<file path="src/rtl/mem_wb_stage.sv">
// MEM/WB pipeline register and writeback stage.
// Forms load data (byte/half extension, LWL/LWR merge) from the raw data-memory
// word, registers it with destination info, and counts retired instructions.
module mem_wb_stage #(
  parameter int unsigned CNT_W = 32
) (
  input  logic              CLK,
  input  logic              RESET,
  input  logic              STALL,
  input  logic              FLUSH,
  input  logic              in_valid,
  input  logic [31:0]       Instr_in,
  input  logic [31:0]       aluResult_in,
  input  logic [31:0]       data_read_in,
  input  logic [31:0]       regB_in,
  input  logic [5:0]        ALU_control_in,
  input  logic              MemRead_in,
  input  logic [4:0]        writeRegister_in,
  input  logic              do_writeback_in,
  output logic [31:0]       writeData1_WB,
  output logic [4:0]        writeRegister1_WB,
  output logic              do_writeback1_WB,
  output logic [31:0]       Instr_WB,
  output logic              misalign_WB,
  output logic [CNT_W-1:0]  retired_cnt
);

  localparam int unsigned XLEN = 32;
  localparam int unsigned RW   = 5;

  localparam logic [5:0] OP_LB  = 6'b100001;
  localparam logic [5:0] OP_LBU = 6'b101010;
  localparam logic [5:0] OP_LH  = 6'b101011;
  localparam logic [5:0] OP_LHU = 6'b101100;
  localparam logic [5:0] OP_LWL = 6'b101101;
  localparam logic [5:0] OP_LWR = 6'b101110;

  logic [XLEN-1:0]  wdata_q, wdata_d;
  logic [RW-1:0]    wreg_q, wreg_d;
  logic             dowb_q, dowb_d;
  logic [XLEN-1:0]  instr_q, instr_d;
  logic             mis_q, mis_d;
  logic [CNT_W-1:0] cnt_q, cnt_d;

  logic [1:0]       k;
  logic [7:0]       byte_sel;
  logic [15:0]      half_sel;
  logic [XLEN-1:0]  base;
  logic [XLEN-1:0]  load_data;
  logic             load_mis;

  // Load alignment/extension and LWL/LWR merge, with WB bypass of the merge base
  always_comb begin
    k         = aluResult_in[1:0];
    byte_sel  = data_read_in[31:24];
    half_sel  = data_read_in[31:16];
    load_data = aluResult_in;
    load_mis  = 1'b0;
    base      = regB_in;
    if (dowb_q && (wreg_q == writeRegister_in)) begin
      base = wdata_q;
    end
    case (k)
      2'd0:    byte_sel = data_read_in[31:24];
      2'd1:    byte_sel = data_read_in[23:16];
      2'd2:    byte_sel = data_read_in[15:8];
      default: byte_sel = data_read_in[7:0];
    endcase
    if (k[1]) begin
      half_sel = data_read_in[15:0];
    end
    if (MemRead_in) begin
      case (ALU_control_in)
        OP_LB:  load_data = {{24{byte_sel[7]}}, byte_sel};
        OP_LBU: load_data = {24'h0, byte_sel};
        OP_LH, OP_LHU: begin
          if (k[0]) begin
            load_data = '0;
            load_mis  = 1'b1;
          end else if (ALU_control_in == OP_LH) begin
            load_data = {{16{half_sel[15]}}, half_sel};
          end else begin
            load_data = {16'h0, half_sel};
          end
        end
        OP_LWL: begin
          case (k)
            2'd0:    load_data = data_read_in;
            2'd1:    load_data = {data_read_in[23:0], base[7:0]};
            2'd2:    load_data = {data_read_in[15:0], base[15:0]};
            default: load_data = {data_read_in[7:0], base[23:0]};
          endcase
        end
        OP_LWR: begin
          case (k)
            2'd0:    load_data = {base[31:8], data_read_in[31:24]};
            2'd1:    load_data = {base[31:16], data_read_in[31:16]};
            2'd2:    load_data = {base[31:24], data_read_in[31:8]};
            default: load_data = data_read_in;
          endcase
        end
        default: begin
          load_data = data_read_in;
          load_mis  = (k != 2'd0);
        end
      endcase
    end
  end

  // Stage next-state: FLUSH squashes, STALL holds, otherwise capture
  always_comb begin
    wdata_d = wdata_q;
    wreg_d  = wreg_q;
    dowb_d  = dowb_q;
    instr_d = instr_q;
    mis_d   = mis_q;
    cnt_d   = cnt_q;
    if (FLUSH) begin
      dowb_d = 1'b0;
      mis_d  = 1'b0;
    end else if (!STALL) begin
      wdata_d = load_data;
      wreg_d  = writeRegister_in;
      dowb_d  = in_valid & do_writeback_in & (writeRegister_in != 5'd0);
      instr_d = Instr_in;
      mis_d   = in_valid & MemRead_in & load_mis;
      if (in_valid) begin
        cnt_d = cnt_q + CNT_W'(1);
      end
    end
  end

  // Stage registers
  always_ff @(posedge CLK or posedge RESET) begin
    if (RESET) begin
      wdata_q <= '0;
      wreg_q  <= '0;
      dowb_q  <= 1'b0;
      instr_q <= '0;
      mis_q   <= 1'b0;
      cnt_q   <= '0;
    end else begin
      wdata_q <= wdata_d;
      wreg_q  <= wreg_d;
      dowb_q  <= dowb_d;
      instr_q <= instr_d;
      mis_q   <= mis_d;
      cnt_q   <= cnt_d;
    end
  end

  assign writeData1_WB     = wdata_q;
  assign writeRegister1_WB = wreg_q;
  assign do_writeback1_WB  = dowb_q;
  assign Instr_WB          = instr_q;
  assign misalign_WB       = mis_q;
  assign retired_cnt       = cnt_q;

endmodule
</file>
<file path="config.mk">
export PLATFORM = sky130hd
export DESIGN_NAME = mem_wb_stage
export DESIGN_NICKNAME = d
export VERILOG_FILES = /design/src/rtl/mem_wb_stage.sv
export SDC_FILE = /design/constraint.sdc
export NUM_CORES = 1
export LEC_CHECK = 0
export BUFFER_PORTS_ARGS = -buffer_cell sky130_fd_sc_hd__buf_4
export CAP_MARGIN = 20
export CORE_MARGIN = 5
export CORE_UTILIZATION = 25
export CTS_CLUSTER_DIAMETER = 120
export CTS_CLUSTER_SIZE = 30
export DETAILED_ROUTE_END_ITERATION = 8
export PLACE_DENSITY = 0.49
export SETUP_SLACK_MARGIN = 0.5
export SLEW_MARGIN = 20
export SYNTH_ARGS = -nofsm -noshare
export SYNTH_HDL_FRONTEND = slang
export SYNTH_SLANG_ARGS = --single-unit
</file>
<file path="constraint.sdc">
create_clock -name CLK -period 4.7 [get_ports CLK]
set_clock_uncertainty 0.2 [all_clocks]
set_input_delay 0.235 -clock CLK [delete_from_list [all_inputs] [get_ports CLK]]
set_output_delay 0.235 -clock CLK [all_outputs]
set_load 0.01 [all_outputs]
</file>
After elaboration in Yosys (flattened, before gate mapping)
Cells that the tools add are included.

word-level totals
  flip-flop bits (word level) = 103
  input port bits = 146
  word-level logic and storage cells = 47

cells by class
  $add $sub $neg = 1
  eq/ne operators = 10
  multiplexer cells = 16
  bitwise logic cells = 6
  reduce and logical (&&, ||, !) cells = 8

operators with widths
  operator                                                                  number
  32-bit one-hot mux with 3 select lines                                    2
  32-bit one-hot mux with 5 select lines                                    1
  32-bit 2-to-1 mux                                                         4
  6-bit equality test (second input constant)                               6
  32-bit by 1-bit adder with 32-bit output (second input constant)          1
  8-bit one-hot mux with 3 select lines                                     1
  16-bit 2-to-1 mux                                                         1
  1-bit 2-to-1 mux                                                          6
  5-bit equality test                                                       1
  5-bit nonzero test                                                        1
  1-bit bitwise AND                                                         4
  4-bit OR reduction                                                        1
  3-bit AND reduction                                                       1
  2-bit by 1-bit equality test with 1-bit output (second input constant)    1
  2-bit equality test (second input constant)                               1
  2-bit logical NOT                                                         1
  2-bit by 1-bit inequality test with 1-bit output (second input constant)  1
  1-bit NOT                                                                 2
  1-bit one-hot mux with 2 select lines                                     1
  2-bit AND reduction                                                       1
  2-bit nonzero test                                                        1
  2-bit OR reduction                                                        1
  1-bit logical AND                                                         1

Depth between registers and ports, before layout
  word-level depth = 7
  depth in mapped cells = 8
  gate-level depth less buffers = 5

Worst setup path after synthesis
Ideal clock, no wire load.

  path kind = reg2reg
  start = register wreg_q[1] (netlist: writeRegister1_WB[1])
  end = register wdata_q[10] (netlist: writeData1_WB[10])
  setup time = 0.137 ns
  arrival time = 1.751 ns
  path slack = 2.612 ns
  cell stages (with the launch flop) = 8
  clock period less this slack = 2.088 ns
  path through = dfrtp_1 xnor2_1 and4_1 buf_2 clkbuf_1 a21boi_0 o311ai_0 a31oi_1

between the ends
  word-level cells in the longest chain between the ends = 6

RTL lines
  what                                                       RTL line  source
  from (decl)                                                39        logic [RW-1:0] wreg_q, wreg_d;
  from (signal assigned)                                     144       wreg_q <= wreg_d;
  5-bit equality test *                                      60        if (dowb_q && (wreg_q == writeRegister_in)) begin
  1-bit logical AND *                                        60
  32-bit 2-to-1 mux *                                        60
  32-bit one-hot mux with 3 select lines (on tied branches)  95, 87
  32-bit one-hot mux with 5 select lines *                   73        case (ALU_control_in)
  32-bit 2-to-1 mux *                                        72        if (MemRead_in) begin
  to (signal assigned)                                       143       wdata_q <= wdata_d;
  to (decl)                                                  38        logic [XLEN-1:0] wdata_q, wdata_d;

Mark *: on every way between the ends. The rest lies on a longest branch, timed or not.
A chain may end at the register's enable or synchronous reset.

Worst setup path after layout
  start = input FLUSH
  end = register wdata_q[26] (netlist: writeData1_WB[26])

between the ends
  word-level cells in the longest chain between the ends = 2

RTL lines
  what                                  RTL line  source
  from (decl)                           10        input logic FLUSH,
  1-bit NOT (no source line)            -
  2-bit AND reduction (no source line)  -

No other way between the ends.

==> summary.md <==
| Metric | Value |
|---|---|
| CTS Root Cell | `sky130_fd_sc_hd__clkbuf_16` |
| Arrival time of the worst setup path | `2680 ps` |
| Critical Setup Path Class | `input port to register` |
| Setup total negative slack | `0 ps` |
| Post-synthesis cell type with the largest combined area | `sky130_fd_sc_hd__dfrtp_1` |
| Required time at the endpoint of the critical path | `4760 ps` |
| Core area | `28000 µm²` |
| Overflow left after global routing | `0` |
| Die span in x | `179 µm` |
| Number of antenna violations at the first check in global routing | `3` |
| Most frequent cells in the layout | `sky130_fd_sc_hd__buf_4 (255), sky130_fd_sc_hd__nand2_1 (155), sky130_fd_sc_hd__dfrtp_1 (103)` |
| Period utilisation layout | `55.6%` |
| Proportion of power drawn by flip-flops and latches | `40.0%` |
| EDFF count, synth | `0` |
| Most common flop cell mapped by yosys | `sky130_fd_sc_hd__dfrtp_1` |
| First DRT Iteration DRCs | `611` |
| End of the worst register-to-register path | `writeData1_WB[12]` |
| Upper clock frequency limit | `383 MHz` |
| Detailed Routing Iterations Pass 1 | `5` |
| Power density normalized to cell area | `266 nW/µm²` |
| Number of nets with antenna violations after detailed routing | `0` |
| IO Count | `249` |
| Ratio of routed vias to standard cells | `5.18` |
| Switching share of total power | `33.3%` |
| Post-route non-filler standard cell count | `1503` |
| Detailed-route via count | `7784` |
| Synth Area in XOR/XNOR | `4.41%` |
| Top-area cell type share of the netlist area | `36.1%` |
| CTS tree | `yes` |
| Mux share of post-synthesis cell area | `5.03%` |
| Final core utilization | `36.1%` |
| Area enclosed by the die boundary | `32100 µm²` |
| CP Capture Type | `register` |
| Hold/Removal Path Class | `input port to register` |
| Vertical die dimension | `179 µm` |
| Count of cells resized by post-cts repair | `0` |
| Layout cells sized above 1 | `27.1%` |
| Syn_nets | `1011` |
| Placed wire-length estimate after detailed placement | `22.8 mm` |
| Design Area, Final | `10100 µm²` |
| Yosys Warn Count | `0` |
| Final weighted congestion in routability-driven placement | `0.888` |
| Number of levels in the clock H-tree | `3` |
| Part of the power in combinational logic | `29.2%` |
| Peak VDD IR | `186 µV` |
| Max-slew violations | `0` |
| Latest clock arrival within the worst-skew pair | `360 ps` |
| Relative contribution of the clock network to total power | `30.8%` |
| Final net count | `1265` |
| Min-Delay Startpoint | `in_valid` |
| Final WL | `31.1 mm` |
| Routed wirelength normalized by instance count | `20.7 µm` |
| Global-route wire length before repair | `46.2 mm` |
| Unrepaired setup endpoints after global routing | `false` |
| Via count of the first global-routing pass | `7693` |
| Reg-to-reg startpoint | `writeRegister1_WB[0]` |
| TritonCTS Buffers | `9` |
| Placed insts | `1433` |
| Asr flop ratio synth | `100%` |
| Hold Buf Count CTS | `52` |
| Post-synthesis share of cell area spent on and, or, nand and nor gates | `23.3%` |
| Total placed instance area | `9260 µm²` |
| Element type at the critical path start | `input port` |
| Endpoint of the worst hold-timing path | `retired_cnt[2]` |
| I/O Buffers | `248` |
| Slew Limit Headroom | `31.8%` |
| Post-synthesis compound-gate area fraction | `26.5%` |
| Most common cell after layout, fill and taps aside | `sky130_fd_sc_hd__buf_4` |
| Final setup viols | `0` |
| CTS clock-pin slew for the worst setup and hold paths | `80 ps` |
| Count of mapped cells out of synthesis | `864` |
| Worst hold stages | `3` |
| Post-detailed-route DRC marker count | `0` |
| Final Hold Fails | `0` |
| Total track usage | `18.7%` |
| Adder and majority cell fraction of the synthesized area | `0.175%` |
| Share of the yosys chip area belonging to registers | `36.1%` |
| Outcome | `finished, final reports clean` |
| Average footprint of a synthesized cell | `8.27 µm²` |
| Area overhead of the layout relative to synthesis | `41.5%` |
| Buffer count from post-CTS setup fixing | `0` |
| Switching power of the nets | `0.000895 W` |
| Maximum number of pins on one net before global-route repair | `76` |
| Register-to-Register Setup Slack | `2240 ps` |
| Site Rows | `61` |
| Number of maximum-capacitance constraint violations | `0` |
| CTS sink count | `103` |
| Starting utilization of the core area | `25.5%` |
| Main combinational cell family by area after synthesis | `compound AO/OA/AOI/OAI gates` |
| Netlist area before placement | `7140 µm²` |
| Clock buffer depth | `2` |
| Crit Path Max Fanout | `19` |
| Minimum clock period after layout | `2610 ps` |
| Cell types occupying the most area after synthesis | `sky130_fd_sc_hd__dfrtp_1 (36%), sky130_fd_sc_hd__nand2_1 (8.1%), sky130_fd_sc_hd__nor2_1 (3.8%)` |
| Leakage | `4.52 nW` |
| Synthesis-stage register bit count | `103` |
| Tightest Pin Transition | `1020 ps` |
| P_int | `0.00180 W` |
| Count of unique library cells instantiated by Yosys | `66` |
| R2r worst-path depth | `6` |
==> critical path, stage by stage <==
cell and delay [ps]:
sky130_fd_sc_hd__dlygate4sd3_1 560, sky130_fd_sc_hd__buf_4 170, sky130_fd_sc_hd__or2_2 490, sky130_fd_sc_hd__nor2_1 520, sky130_fd_sc_hd__nand2_1 340, sky130_fd_sc_hd__o311ai_1 360
==> power by group through the flow <==
stage	clock network, W	logic, W	registers (W)
after floorplan	0	0.000311	0.00112
after global placement	0	0.000753	0.00109
after detailed placement	0	0.000754	0.00109
after CTS	0.000852	0.000792	0.00108
after global routing	0.000882	0.000856	0.00109
final	0.000828	0.000787	0.00108
==> worst max-delay path by stage <==
stage                          from                end  slack (ps)  cells after the start
floorplan                     RESET        Instr_WB[0]        1560                      1
global placement    aluResult_in[0]  writeData1_WB[27]        1830                      6
detailed placement  aluResult_in[0]  writeData1_WB[27]        1760                      6
CTS                           FLUSH  writeData1_WB[26]        2100                      6
global route                  FLUSH  writeData1_WB[26]        1870                      6
finish                        FLUSH  writeData1_WB[26]        2090                      6
==> stage by stage <==
step                hold slack, ps  worst slack (ps)  power, W
floorplan                     98.1              1560   0.00143
global placement               225              1830   0.00184
detailed placement             228              1760   0.00185
CTS                           1.56              2100   0.00272
global route                  14.3              1870   0.00283
finish                        6.64              2090   0.00269
==> kinds of logic after synthesis <==
kind of cell / Yosys count
compound gates: 265
simple gates: 352
mux: 33
xor+xnor: 36
fa+ha+maj: 1
buf+inv: 74
flops: 103
==> state kept, by name (all words and copies together), names as in the netlist <==
name,cells
misalign_WB,1
retired_cnt,32
Instr_WB,32
writeRegister1_WB,5
do_writeback1_WB,1
writeData1_WB,32
==> per-layer routing <==
layer  GRT usage, %  part of all wire, %
met5              0                0.042
met4           5.76                  2.3
met3           3.94                  7.4
met2           29.2                   46
met1           26.0                   45
==> cell usage after synthesis, types with 14 or more instances <==
library cell,n
sky130_fd_sc_hd__o21ai_0,34
sky130_fd_sc_hd__o31a_1,14
sky130_fd_sc_hd__mux2i_1,19
sky130_fd_sc_hd__clkbuf_1,40
sky130_fd_sc_hd__nor2_1,73
sky130_fd_sc_hd__a211oi_1,31
sky130_fd_sc_hd__a31oi_1,23
sky130_fd_sc_hd__dfrtp_1,103
sky130_fd_sc_hd__a21oi_1,41
sky130_fd_sc_hd__xnor2_1,28
sky130_fd_sc_hd__buf_2,17
sky130_fd_sc_hd__a21boi_0,15
sky130_fd_sc_hd__and3_1,34
sky130_fd_sc_hd__nand3_1,33
sky130_fd_sc_hd__nand2_1,155
==> area by class of cell <==
cell class | instances | area (µm²)
Inverter | 10 | 42.5
Timing Repair Buffer | 307 | 2430
Clock inverter | 6 | 78.8
Multi-Input combinational cell | 687 | 4260
Tap cell | 378 | 473
Sequential cell | 103 | 2580
Fill cell | 2936 | 17900
Clock buffer | 10 | 239
Antenna cell | 2 | 5.00
No activity file was read; power rests on OpenSTA's default activity.
